==> src/rtl/fetch_pkg.sv <==
// Shared types and constants for the instruction fetch stage.
package fetch_pkg;

   localparam int unsigned FETCH_ADDR_W = 32;
   localparam int unsigned FETCH_DATA_W = 32;
   localparam int unsigned PC_STEP      = 4;
   localparam logic [31:0] NOP_INSTR    = 32'h0000_0013;

   typedef struct packed {
      logic [FETCH_ADDR_W-1:0] pc;
      logic [FETCH_DATA_W-1:0] instr;
   } fetch_entry_t;

endpackage

==> src/rtl/fetch_queue_sync_fifo.sv <==
// Synchronous FIFO with single-cycle flush; head entry read straight from storage.
module sync_fifo #(
   parameter int unsigned WIDTH = 64,
   parameter int unsigned DEPTH = 4
) (
   input  logic                         clk,
   input  logic                         rst_n,
   input  logic                         flush,
   input  logic                         wr_en,
   input  logic [WIDTH-1:0]             wr_data,
   input  logic                         rd_en,
   output logic [WIDTH-1:0]             rd_data,
   output logic                         full,
   output logic                         empty,
   output logic [$clog2(DEPTH+1)-1:0]   count
);

   localparam int unsigned PTR_W = $clog2(DEPTH);
   localparam int unsigned CNT_W = $clog2(DEPTH+1);

   logic [WIDTH-1:0] mem [DEPTH];
   logic [PTR_W-1:0] head;
   logic [PTR_W-1:0] tail;
   logic [CNT_W-1:0] cnt;

   // Pointers wrap naturally because DEPTH is a power of two.
   always_ff @(posedge clk) begin
      if (!rst_n || flush) begin
         head <= '0;
         tail <= '0;
         cnt  <= '0;
      end else begin
         if (wr_en) tail <= tail + PTR_W'(1);
         if (rd_en) head <= head + PTR_W'(1);
         if (wr_en && !rd_en)
            cnt <= cnt + CNT_W'(1);
         else if (!wr_en && rd_en)
            cnt <= cnt - CNT_W'(1);
      end
   end

   // Storage is intentionally not reset.
   always_ff @(posedge clk) begin
      if (wr_en) mem[tail] <= wr_data;
   end

   assign rd_data = mem[head];
   assign count   = cnt;
   assign full    = (cnt == CNT_W'(DEPTH));
   assign empty   = (cnt == '0);

endmodule

==> src/rtl/fetch_queue.sv <==
// Fetch stage: owns the fetch PC, captures returned instructions and queues
// {pc, instr} pairs for decode; redirect flushes and restarts fetch.
module fetch_queue
   import fetch_pkg::*;
#(
   parameter int unsigned          ADDR_WIDTH = 32,
   parameter int unsigned          DATA_WIDTH = 32,
   parameter int unsigned          DEPTH      = 4,
   parameter logic [ADDR_WIDTH-1:0] RESET_PC  = '0
) (
   input  logic                         clk,
   input  logic                         rst_n,
   input  logic                         fetch_en,
   input  logic                         redirect,
   input  logic [ADDR_WIDTH-1:0]        redirect_pc,
   output logic [ADDR_WIDTH-1:0]        addr_instr,
   input  logic [DATA_WIDTH-1:0]        instr_in,
   output logic                         out_valid,
   input  logic                         out_ready,
   output logic [ADDR_WIDTH-1:0]        out_pc,
   output logic [DATA_WIDTH-1:0]        out_instr,
   output logic [$clog2(DEPTH+1)-1:0]   count
);

   localparam int unsigned ENTRY_W = ADDR_WIDTH + DATA_WIDTH;

   logic [ADDR_WIDTH-1:0] fetch_pc;
   logic [ADDR_WIDTH-1:0] target_pc;
   logic [ENTRY_W-1:0]    rd_data;
   logic                  full;
   logic                  empty;
   logic                  enq;
   logic                  deq;

   // Redirect wins over both queue operations in its cycle.
   assign deq       = !empty && out_ready && !redirect;
   assign enq       = fetch_en && !redirect && (!full || deq);
   assign target_pc = redirect_pc & ~ADDR_WIDTH'(3);

   always_ff @(posedge clk) begin
      if (!rst_n)
         fetch_pc <= RESET_PC;
      else if (redirect)
         fetch_pc <= target_pc;
      else if (enq)
         fetch_pc <= fetch_pc + ADDR_WIDTH'(PC_STEP);
   end

   sync_fifo #(
      .WIDTH (ENTRY_W),
      .DEPTH (DEPTH)
   ) u_fifo (
      .clk     (clk),
      .rst_n   (rst_n),
      .flush   (redirect),
      .wr_en   (enq),
      .wr_data ({fetch_pc, instr_in}),
      .rd_en   (deq),
      .rd_data (rd_data),
      .full    (full),
      .empty   (empty),
      .count   (count)
   );

   assign addr_instr = fetch_pc;
   assign out_valid  = !empty;
   assign out_pc     = rd_data[ENTRY_W-1:DATA_WIDTH];
   assign out_instr  = rd_data[DATA_WIDTH-1:0];

endmodule

==> config.mk <==
export PLATFORM = sky130hd
export DESIGN_NAME = fetch_queue
export DESIGN_NICKNAME = d
export VERILOG_FILES = /design/src/rtl/fetch_pkg.sv /design/src/rtl/fetch_queue_sync_fifo.sv /design/src/rtl/fetch_queue.sv
export SDC_FILE = /design/constraint.sdc
export NUM_CORES = 1
export LEC_CHECK = 0
export ABC_AREA = 1
export CORE_MARGIN = 1.5
export CORE_UTILIZATION = 57
export CTS_BUF_LIST = sky130_fd_sc_hd__clkbuf_8
export CTS_CLUSTER_SIZE = 20
export DETAILED_ROUTE_END_ITERATION = 10
export PLACE_DENSITY = 0.85
export SYNTH_ARGS = -nofsm -noshare
export SYNTH_HDL_FRONTEND = slang
export SYNTH_HIERARCHICAL = 1
export SYNTH_SLANG_ARGS = --single-unit
export TNS_END_PERCENT = 50
==> constraint.sdc <==
create_clock -name clk -period 4.1 [get_ports clk]
set_input_delay 1.23 -clock clk [delete_from_list [all_inputs] [get_ports clk]]
set_output_delay 1.23 -clock clk [all_outputs]
set_load 0.005 [all_outputs]
# After elaboration in Yosys (flattened, before gate mapping)

Memories as Yosys holds them, arrays and structs flattened. A register that Yosys moved wholly into a read port is not among the register bits.
Index checks and enable logic that the tools add are counted.

Bits in latches: 0
Memory bits (read-only): 0
Register bits after elaboration: 39
Input port bits: 69
Bits in writable memories: 256
Memories: 1
Word-level logic and storage cells: 39

Memory list:

| memory     | words | bits a word | rd ports | clocked after memory_dff | write ports | RTL line                    | text |
|---|---|---|---|---|---|---|---|
| u_fifo.mem | 4     | 64          | 1        | 1                        | 1           | fetch_queue_sync_fifo.sv:21 | `logic [WIDTH-1:0] mem [DEPTH];` |

Mux-type cells: 8
Equality and inequality tests: 1
Shift operators: 0
Order comparisons: 0
Reductions and logical operators: 18
Bitwise logic cells: 1
Div/mod/pow operators: 0
$mul: 0
$add $sub $neg: 5

Operators with widths:

| operator                                         | number |
|---|---|
| two-way mux 32 bit                               | 2 |
| adder 32 x 3 -> 32 bit, second input constant    | 1 |
| logical AND 1 bit                                | 6 |
| zero test 1 bit                                  | 6 |
| two-way mux 3 bit                                | 2 |
| adder 2 x 1 -> 2 bit, second input constant      | 2 |
| two-way mux 2 bit                                | 2 |
| nonzero test 2 bit                               | 2 |
| adder 3 x 1 -> 3 bit, second input constant      | 1 |
| equality test 3 bit, second input constant       | 1 |
| zero test 3 bit                                  | 1 |
| subtractor 3 x 1 -> 3 bit, second input constant | 1 |
| logical OR 1 bit                                 | 2 |
| two-way mux 1 bit                                | 2 |
| OR reduction 2 bit                               | 1 |
| inverter 1 bit                                   | 1 |

# Longest topological paths before layout

Gate-level depths: netlist (run 1).

Depth after elaboration: 10
Gate-level depth with buffers: 16

# By module

Netlist (run 1), hierarchy kept.

Modules (own cells, without submodules):

| module      | cells an instance | area each (um2) | instances |
|---|---|---|---|
| sync_fifo   | 679               | 9954.5          | 1 |
| fetch_queue | 382               | 2268.4          | 1 |

# Least setup slack after synthesis (run 1)

Ideal clock, no wire load.

Kind: input -> register
Start point: input port out_ready
End point: memory u_fifo.mem[0][0], enable pin
Arrival time: 3106 ps
Setup time: 418 ps
Slack: 576 ps
Cell stages on the path: 7
Path buffers: 1
Path through: nand2_1 > nand2_1 > nand3_1 > inv_2 > buf_4 > nand2_1 > inv_1

Longest elaborated chain between the ends: 6

Ends and longest elaborated chain:

| what                                    | RTL line                    | text |
|---|---|---|
| start, declared                         | fetch_queue.sv:19           | `input logic out_ready,` |
| logical AND 1 bit (2 in a row)          | fetch_queue.sv:36           | `assign deq = !empty && out_ready && !redirect;` |
| logical OR 1 bit                        | fetch_queue.sv:37           | `assign enq = fetch_en && !redirect && (!full \|\| deq);` |
| logical AND 1 bit                       | fetch_queue.sv:37           |  |
| net enq                                 | fetch_queue.sv:32           | `logic enq;` |
| two-way mux 1 bit                       | fetch_queue_sync_fifo.sv:44 | `if (wr_en) mem[tail] <= wr_data;` |
| two-way mux 1 bit (implied by the code) | fetch_queue_sync_fifo.sv:44 |  |
| end, declared                           | fetch_queue_sync_fifo.sv:21 |  |

The timed path passes the listed nets, and every way through them passes these cells.

==> results of run 1 <==
-- per-layer routing --
metal,wire length (um),up-vias
li1,-,4124
met1,11000,4067
met2,13100,343
met3,1910,61
met4,687,0
met5,0,-
-- synthesized netlist by cell type (all sizes together) --
| cell type | count |
|---|---|
| o21ai | 155 |
| and2 | 2 |
| a21oi | 30 |
| or2 | 3 |
| clkinv | 1 |
| o21bai | 3 |
| fa | 1 |
| buf | 31 |
| o211ai | 1 |
| nor3 | 3 |
| a31oi | 4 |
| edfxtp | 256 |
| ha | 6 |
| clkbuf | 21 |
| xor2 | 2 |
| nor2 | 178 |
| inv | 73 |
| xnor2 | 4 |
| dfxtp | 39 |
| nand3 | 38 |
| o22ai | 64 |
| conb | 1 |
| nand2 | 144 |
| nand4 | 1 |
-- power groups by stage --
stage	registers, mW	logic (mW)	clock network [mW]
2_1_floorplan	3.44	0.169	0
3_3_place_gp	3.46	0.394	0
3_5_place_dp	3.46	0.404	0
4_1_cts	3.40	0.407	2.54
5_1_grt	3.41	0.442	2.67
6_report	3.40	0.405	2.49
-- logic make-up after synthesis --
logic type,synth area share
xor gates and xnor gates,0.00430
adders and majority gates,0.00778
other,0.000307
and+or+nand+nor,0.128
DFF,0.693
buffers and inverters,0.0518
AOI/OAI and AO/OA,0.115
-- path summary, 6_finish.rpt --
kind         slack [ns]                         start                      endpoint
max reg2reg        1.94  u_fifo/count[0]$_SDFFE_PP0P_  u_fifo/count[2]$_SDFFE_PP0P_
min                0.45   u_fifo/head[1]$_SDFFE_PP0P_                     flip-flop
max                0.25                     flip-flop                     out_pc[0]
min reg2reg        0.45   u_fifo/head[1]$_SDFFE_PP0P_                     flip-flop
-- metrics by stage --
stage	instance area, um^2	util	total power [mW]	setup slack (ns)	cells
5_1_grt	15100	0.719	6.51	0.0847	1564
2_1_floorplan	12300	-	3.61	0.576	1070
3_3_place_gp	14200	0.673	3.85	0.766	1480
4_1_cts	15100	0.719	6.35	0.120	1564
3_5_place_dp	14200	0.673	3.86	0.691	1480
6_report	15100	0.719	6.29	0.246	1564
-- area by class of cell --
| cell class | count | area [um^2] |
|---|---|---|
| well taps | 275 | 344 |
| inverters | 74 | 283 |
| fillers | 1424 | 5910 |
| flip-flops and latches | 295 | 8470 |
| clock inverters | 32 | 236 |
| repair buffers | 187 | 1910 |
| clock buffers | 52 | 716 |
| multi-input cells | 649 | 3160 |
-- registers in the layout, indices dropped and copies added (netlist names), named ones only --
signal / flops
addr_instr: 30
u_fifo/count: 3
u_fifo/head: 2
u_fifo/mem: 256
u_fifo/tail: 2
==> flow_summary.yaml, run 1 <==
worst_setup_path:
  r2r_cells: 14
  cp_max_fo: 40
  arrival_ns: 2.62
  startpoint_type: "flip-flop"
  cp.depth: 5
  slowest_stage: "clkdlybuf4s50_1"
  crit_type: "reg -> out"
  crit_path_end_kind: "output pin"
  cp_top_family: "buffers and inverters"
  path_cells: "inv_4 -> buf_4 -> nor2_1 -> o22ai_1 -> clkdlybuf4s50_1"
  max_stage_delay_ns: 0.54
  required_ns: 2.87
  critical_path_buf_inv_count: 3
global_routing:
  grt_pass1_vias: 8222
  use_met2: 0.403
  antenna_found_initial: 0
  gr-usage-met3: 0.0378
  grt_overflow: 0
  grt_pass1_wl_um: 41400
  grt_use_met1: 0.320
  busiest_layer: "met2"
  grt.total_usage: 0.240
  grt_max_degree: 61
clock_tree:
  root_buffer: "clkbuf_8"
  cts_hold_buf: 0
  clk_latency_ns: 0.55
  cts_tree: "built"
  clkSinkCount: 295
  cts-buffers-inserted: 45
  htreeDepth: 2
  cts_resized: 0
  postCtsSetupBuffers: 0
  ctsLongestPathBuffers: 3
  path_clk_slew_ns: 0.06
yosys:
  avgSynthCellArea_um2: 11.5
  synth.cell_area_um2: 12200
  synth_seq_cells: 295
  ys_types: 40
  synthCells: 1061
  netlist_top_cells_area: "edfxtp_1, dfxtp_1, nor2_1"
  yosysSeqAreaShare: 0.693
  synth_warnings: 6
  yosysTopAreaCell: "edfxtp_1"
  yosys.area.top_type_share: 0.629
die:
  die_x_um: 149
  rows: 53
  ios: 169
  die-area_um2: 22300
  die_height_um: 149
  coreArea_um2: 21000
  start_util: 0.581
power:
  ir_drop_mv: 0.284
  power_frac_comb: 0.064
  intPower_mw: 4.96
  pwr-share-clk: 0.396
  sequentialPowerShare: 0.540
  switchingPower_mw: 1.33
  switching_share: 0.212
  power.leakage_nw: 5.30
  cellPowerDensity_nw_per_um2: 416
place:
  place_hpwl_um: 16600
  io_buffers: 164
  globalplace.congestion: 0.873
run_status:
  status: "complete, no violations"
sta:
  rsz0062_at_grt: "no"
  fmax_ghz: 0.259
  finalMaxSlewViolations: 0
  hold_violations: 0
  clock_skew_ns: 0.0191
  finalSetupViolations: 0
  holdWs_ns: 0.454
  period_needed_ns: 3.85
  max_slew_margin: 0.341
  worst_pin_slew_ns: 0.988
  fin_tns_setup_ns: 0
  fin_crit_sh: 0.940
final_layout:
  most-common-layout-cells: "edfxtp_1, nor2_1, clkdlybuf4s50_1"
  final_common_cell: "edfxtp_1"
  n_antenna_cell: 0
  drive_gt1_frac: 0.105
  nets: 1328
  area.growth.synth_to_final_pct: 23.6
routing:
  first_pass_iters: 5
  wl_per_cell_um: 17.1
  via_per_inst: 5.50
  drt_wl_total_um: 26700
  initialDrtViolationCount: 579
  ant_nets: 0
  drc_errors: 0
  vias: 8595
hold_path:
  hp-class: "reg -> reg"
  holdPathStages: 1
flow_run:
  maxCapViolations: 0
Power figures use the tool's default switching activity.
==> run 2: changes to the inputs <==
CORE_UTILIZATION = 55   (was 57)
CTS_BUF_LIST = default   (was sky130_fd_sc_hd__clkbuf_8)
PLACE_DENSITY = 0.82   (was 0.85)
TNS_END_PERCENT = default   (was 50)
==> flow_summary.yaml, run 2 (synthesis gave the netlist of run 1 again) <==
power:
  power.leakage_nw: 5.22
  ir_drop_mv: 0.248
  cellPowerDensity_nw_per_um2: 423
  totalPowerFinal_mw: 6.37
sta:
  rsz0062_at_grt: "no"
  clock_skew_ns: 0.00896
  period_needed_ns: 3.65
  finalSetupViolations: 0
  fin_tns_setup_ns: 0
  hold_violations: 0
  finalMaxSlewViolations: 0
  fin_crit_sh: 0.890
  max_slew_margin: 0.348
  fmax_ghz: 0.274
  setup_ws_ns: 0.452
  worst_pin_slew_ns: 0.977
clock_tree:
  cts_tree: "built"
  clkSinkCount: 295
  clk_latency_ns: 0.54
  postCtsSetupBuffers: 0
  htreeDepth: 1
  path_clk_slew_ns: 0.06
  cts_resized: 0
  ctsLongestPathBuffers: 3
  cts_hold_buf: 0
  cts-buffers-inserted: 29
  root_buffer: "clkbuf_16"
global_routing:
  grt.total_usage: 0.228
  grt_overflow: 0
  antenna_found_initial: 0
  grt_pass1_vias: 8145
  grt_max_degree: 83
  grt_pass1_wl_um: 42200
worst_setup_path:
  r2r_slack_ns: 1.89
  startpoint_type: "flip-flop"
  r2r_end: "u_fifo/mem[3][47]$_DFFE_PP_"
  rr_startpoint: "u_fifo/count[0]$_SDFFE_PP0P_"
  r2r_cells: 9
  crit_path_end_kind: "output pin"
  cp_max_fo: 82
  arrival_ns: 2.42
  crit_type: "reg -> out"
  required_ns: 2.87
routing:
  drc_errors: 0
  ant_nets: 0
  first_pass_iters: 5
  via_per_inst: 5.54
  wl_per_cell_um: 17.2
  initialDrtViolationCount: 511
  drt_wl_total_um: 26400
  vias: 8499
die:
  coreArea_um2: 21800
  die_height_um: 152
  die-area_um2: 23100
  ios: 169
  die_x_um: 152
  rows: 54
  start_util: 0.560
final_layout:
  area.growth.synth_to_final_pct: 23.3
  final_common_cell: "edfxtp_1"
  multi_input_area_um2: 3160
  drive_gt1_frac: 0.0861
  largest-register: "u_fifo/mem"
  most-common-layout-cells: "edfxtp_1, nor2_1, clkdlybuf4s50_1"
  regArea_um2: 8470
  largest_register_ffs: 256
  nets: 1308
  fillers: 1534
  n_antenna_cell: 0
place:
  place_hpwl_um: 16300
  io_buffers: 164
  globalplace.congestion: 0.864
  dp_slack_ns: 0.563
hold_path:
  holdPathStages: 1
  hp-class: "reg -> reg"
  holdCritStartpoint: "u_fifo/head[1]$_SDFFE_PP0P_"
run_status:
  status: "complete, no violations"
flow_run:
  maxCapViolations: 0
## run 2: critical path, cell delays in order, from the launching register on
cell and delay, ns:
dfxtp_4 0.51, buf_12 0.33, o21ai_0 0.17, o22ai_1 0.29, clkdlybuf4s50_1 0.56
## run 2: how the worst max path moves through the flow
stage / from / to / slack (ns) / cells after the start
after floorplan: out_ready / u_fifo/mem[0][0]$_DFFE_PP_ / 0.58 / 7
after global placement: redirect / u_fifo/mem[3][5]$_DFFE_PP_ / 0.62 / 7
after detailed placement: redirect / u_fifo/mem[3][5]$_DFFE_PP_ / 0.56 / 7
after CTS: flip-flop / out_pc[27] / 0.40 / 4
after global routing: flip-flop / out_pc[27] / 0.34 / 4
final: flip-flop / out_pc[27] / 0.45 / 4
## run 2: per-stage QoR
step | util | instances | area [um^2] | hold slack [ns]
6_report | 0.690 | 1534 | 15100 | 0.429
5_1_grt | 0.690 | 1534 | 15100 | 0.448
4_1_cts | 0.690 | 1534 | 15100 | 0.431
3_5_place_dp | 0.648 | 1481 | 14100 | 0.422
3_3_place_gp | 0.648 | 1481 | 14100 | 0.418
2_1_floorplan | - | 1070 | 12300 | 0.412
## run 2: report_power, final
| part | internal (mW) | switching (mW) | total, mW | leakage (nW) |
|---|---|---|---|---|
| combinational | 0.211 | 0.190 | 0.401 | 2.15 |
| sequential | 3.34 | 0.0640 | 3.40 | 2.63 |
| clock | 1.53 | 1.04 | 2.57 | 0.447 |
| total | 5.07 | 1.30 | 6.37 | 5.22 |
## run 2: metal layers
| metal | global-route usage | part of all wire | routed length (um) |
|---|---|---|---|
| met4 | 0.0758 | 0.025 | 658 |
| met5 | 0 | 0 | 0 |
| met3 | 0.0319 | 0.070 | 1850 |
| met2 | 0.385 | 0.50 | 13100 |
| met1 | 0.305 | 0.41 | 10800 |
## run 2: area by class of cell
| type | count | share of cell area |
|---|---|---|
| flip-flops and latches | 295 | 0.562 |
| well taps | 280 | 0.0233 |
| clock buffers | 41 | 0.0525 |
| multi-input cells | 649 | 0.209 |
| repair buffers | 183 | 0.124 |
| clock inverters | 12 | 0.00930 |
| inverters | 74 | 0.0189 |
==> run 3: changes to the inputs <==
PLACE_DENSITY = 0.8   (was 0.82)
==> flow_summary.yaml, run 3 (synthesis gave the netlist of run 1 again) <==
final_layout:
  largest_register_ffs: 256
  n_antenna_cell: 0
  largest-register: "u_fifo/mem"
  fillers: 1588
  nets: 1307
  final_common_cell: "edfxtp_1"
  drive_gt1_frac: 0.0870
  area.growth.synth_to_final_pct: 23.0
  stdcell_area_um2: 15000
  most-common-layout-cells: "edfxtp_1, nor2_1, clkdlybuf4s50_1"
place:
  globalplace.congestion: 0.821
  place_area_um2: 14100
  io_buffers: 164
  place_hpwl_um: 16200
sta:
  clock_skew_ns: 0.00902
  fmax_ghz: 0.264
  period_needed_ns: 3.78
  hold_violations: 0
  max_slew_margin: 0.338
  worst_pin_slew_ns: 0.992
  fin_crit_sh: 0.922
  finalMaxSlewViolations: 0
  fin_tns_setup_ns: 0
  finalSetupViolations: 0
  rsz0062_at_grt: "no"
die:
  rows: 54
  die_height_um: 152
  start_util: 0.560
  coreArea_um2: 21800
  ios: 169
  die-area_um2: 23100
  die_x_um: 152
worst_setup_path:
  cp_max_fo: 66
  arrival_ns: 2.55
  r2r_end: "u_fifo/count[2]$_SDFFE_PP0P_"
  required_ns: 2.87
  r2r_cells: 15
  crit_path_end_kind: "output pin"
  r2r_slack_ns: 1.92
  crit_type: "reg -> out"
  startpoint_type: "flip-flop"
  crit_path_end: "out_pc[8]"
  rr_startpoint: "u_fifo/count[0]$_SDFFE_PP0P_"
run_status:
  status: "complete, no violations"
global_routing:
  grt_pass1_vias: 8214
  antenna_found_initial: 0
  grt_overflow: 0
  grt.total_usage: 0.229
  grt_max_degree: 67
  grt_pass1_wl_um: 42400
clock_tree:
  root_buffer: "clkbuf_16"
  postCtsSetupBuffers: 0
  cts_resized: 0
  path_clk_slew_ns: 0.06
  cts_tree: "built"
  ctsLongestPathBuffers: 3
  cts_hold_buf: 0
  htreeDepth: 1
  clkSinkCount: 295
  clk_latency_ns: 0.53
  cts-buffers-inserted: 28
power:
  ir_drop_mv: 0.257
  power.leakage_nw: 5.21
  cellPowerDensity_nw_per_um2: 423
flow_run:
  maxCapViolations: 0
routing:
  via_per_inst: 5.46
  first_pass_iters: 5
  vias: 8375
  drt_wl_total_um: 26500
  ant_nets: 0
  drc_errors: 0
  wl_per_cell_um: 17.3
  initialDrtViolationCount: 630
hold_path:
  hp-class: "reg -> reg"
==> run 3: cell count changes in the layout (fill, tap and decap cells not counted), sizes merged <==
cell and delta:
bufinv -1, clkbuf +3, clkinv -3, clkinvlp -1, inv +1
==> run 3: power breakdown <==
group / switching, mW / internal (mW)
registers: 0.0628 / 3.33
logic: 0.194 / 0.210
clock network: 1.03 / 1.53
==> run 3: cell type report <==
| class | count | area [um^2] | share of cell area |
|---|---|---|---|
| tap | 280 | 350 | 0.0233 |
| clock buffer | 44 | 842 | 0.0560 |
| clock inverter | 8 | 90.1 | 0.00599 |
| inverter | 74 | 283 | 0.0188 |
| multi-input combinational | 649 | 3160 | 0.210 |
| sequential | 295 | 8470 | 0.564 |
| timing repair buffer | 183 | 1830 | 0.122 |
==> run 3: worst min path at each step <==
stage	start	end	slack, ns	cells after the start
6_report	u_fifo/head[1]$_SDFFE_PP0P_	flip-flop	0.44	1
2_1_floorplan	u_fifo/head[1]$_SDFFE_PP0P_	flip-flop	0.41	1
4_1_cts	u_fifo/head[1]$_SDFFE_PP0P_	flip-flop	0.45	1
5_1_grt	u_fifo/head[1]$_SDFFE_PP0P_	flip-flop	0.45	1
3_5_place_dp	u_fifo/head[1]$_SDFFE_PP0P_	flip-flop	0.44	1
3_3_place_gp	u_fifo/head[1]$_SDFFE_PP0P_	flip-flop	0.42	1
==> run 3: stage by stage <==
| stage | worst slack, ns | instances | total power [mW] | utilization | hold slack, ns |
|---|---|---|---|---|---|
| after floorplan | 0.576 | 1070 | 3.61 | - | 0.412 |
| after global placement | 0.807 | 1481 | 3.85 | 0.646 | 0.419 |
| after detailed placement | 0.792 | 1481 | 3.86 | 0.646 | 0.437 |
| after CTS | 0.333 | 1533 | 6.40 | 0.689 | 0.446 |
| after global routing | 0.209 | 1533 | 6.56 | 0.689 | 0.451 |
| final | 0.318 | 1533 | 6.36 | 0.689 | 0.445 |
==> run 3: layer usage <==
metal	track usage	vias to the layer above	routed length (um)
met5	0	-	0
met4	0.0726	0	571
met3	0.0260	41	1740
met2	0.384	307	13000
met1	0.316	3954	11300
li1	-	4073	-
==> run 3: worst max-delay path, stage by stage, from the launching register on <==
cell and delay [ns]:
dfxtp_4 0.36, buf_4 0.52, o21ai_0 0.24, o22ai_1 0.34, clkdlybuf4s50_1 0.57
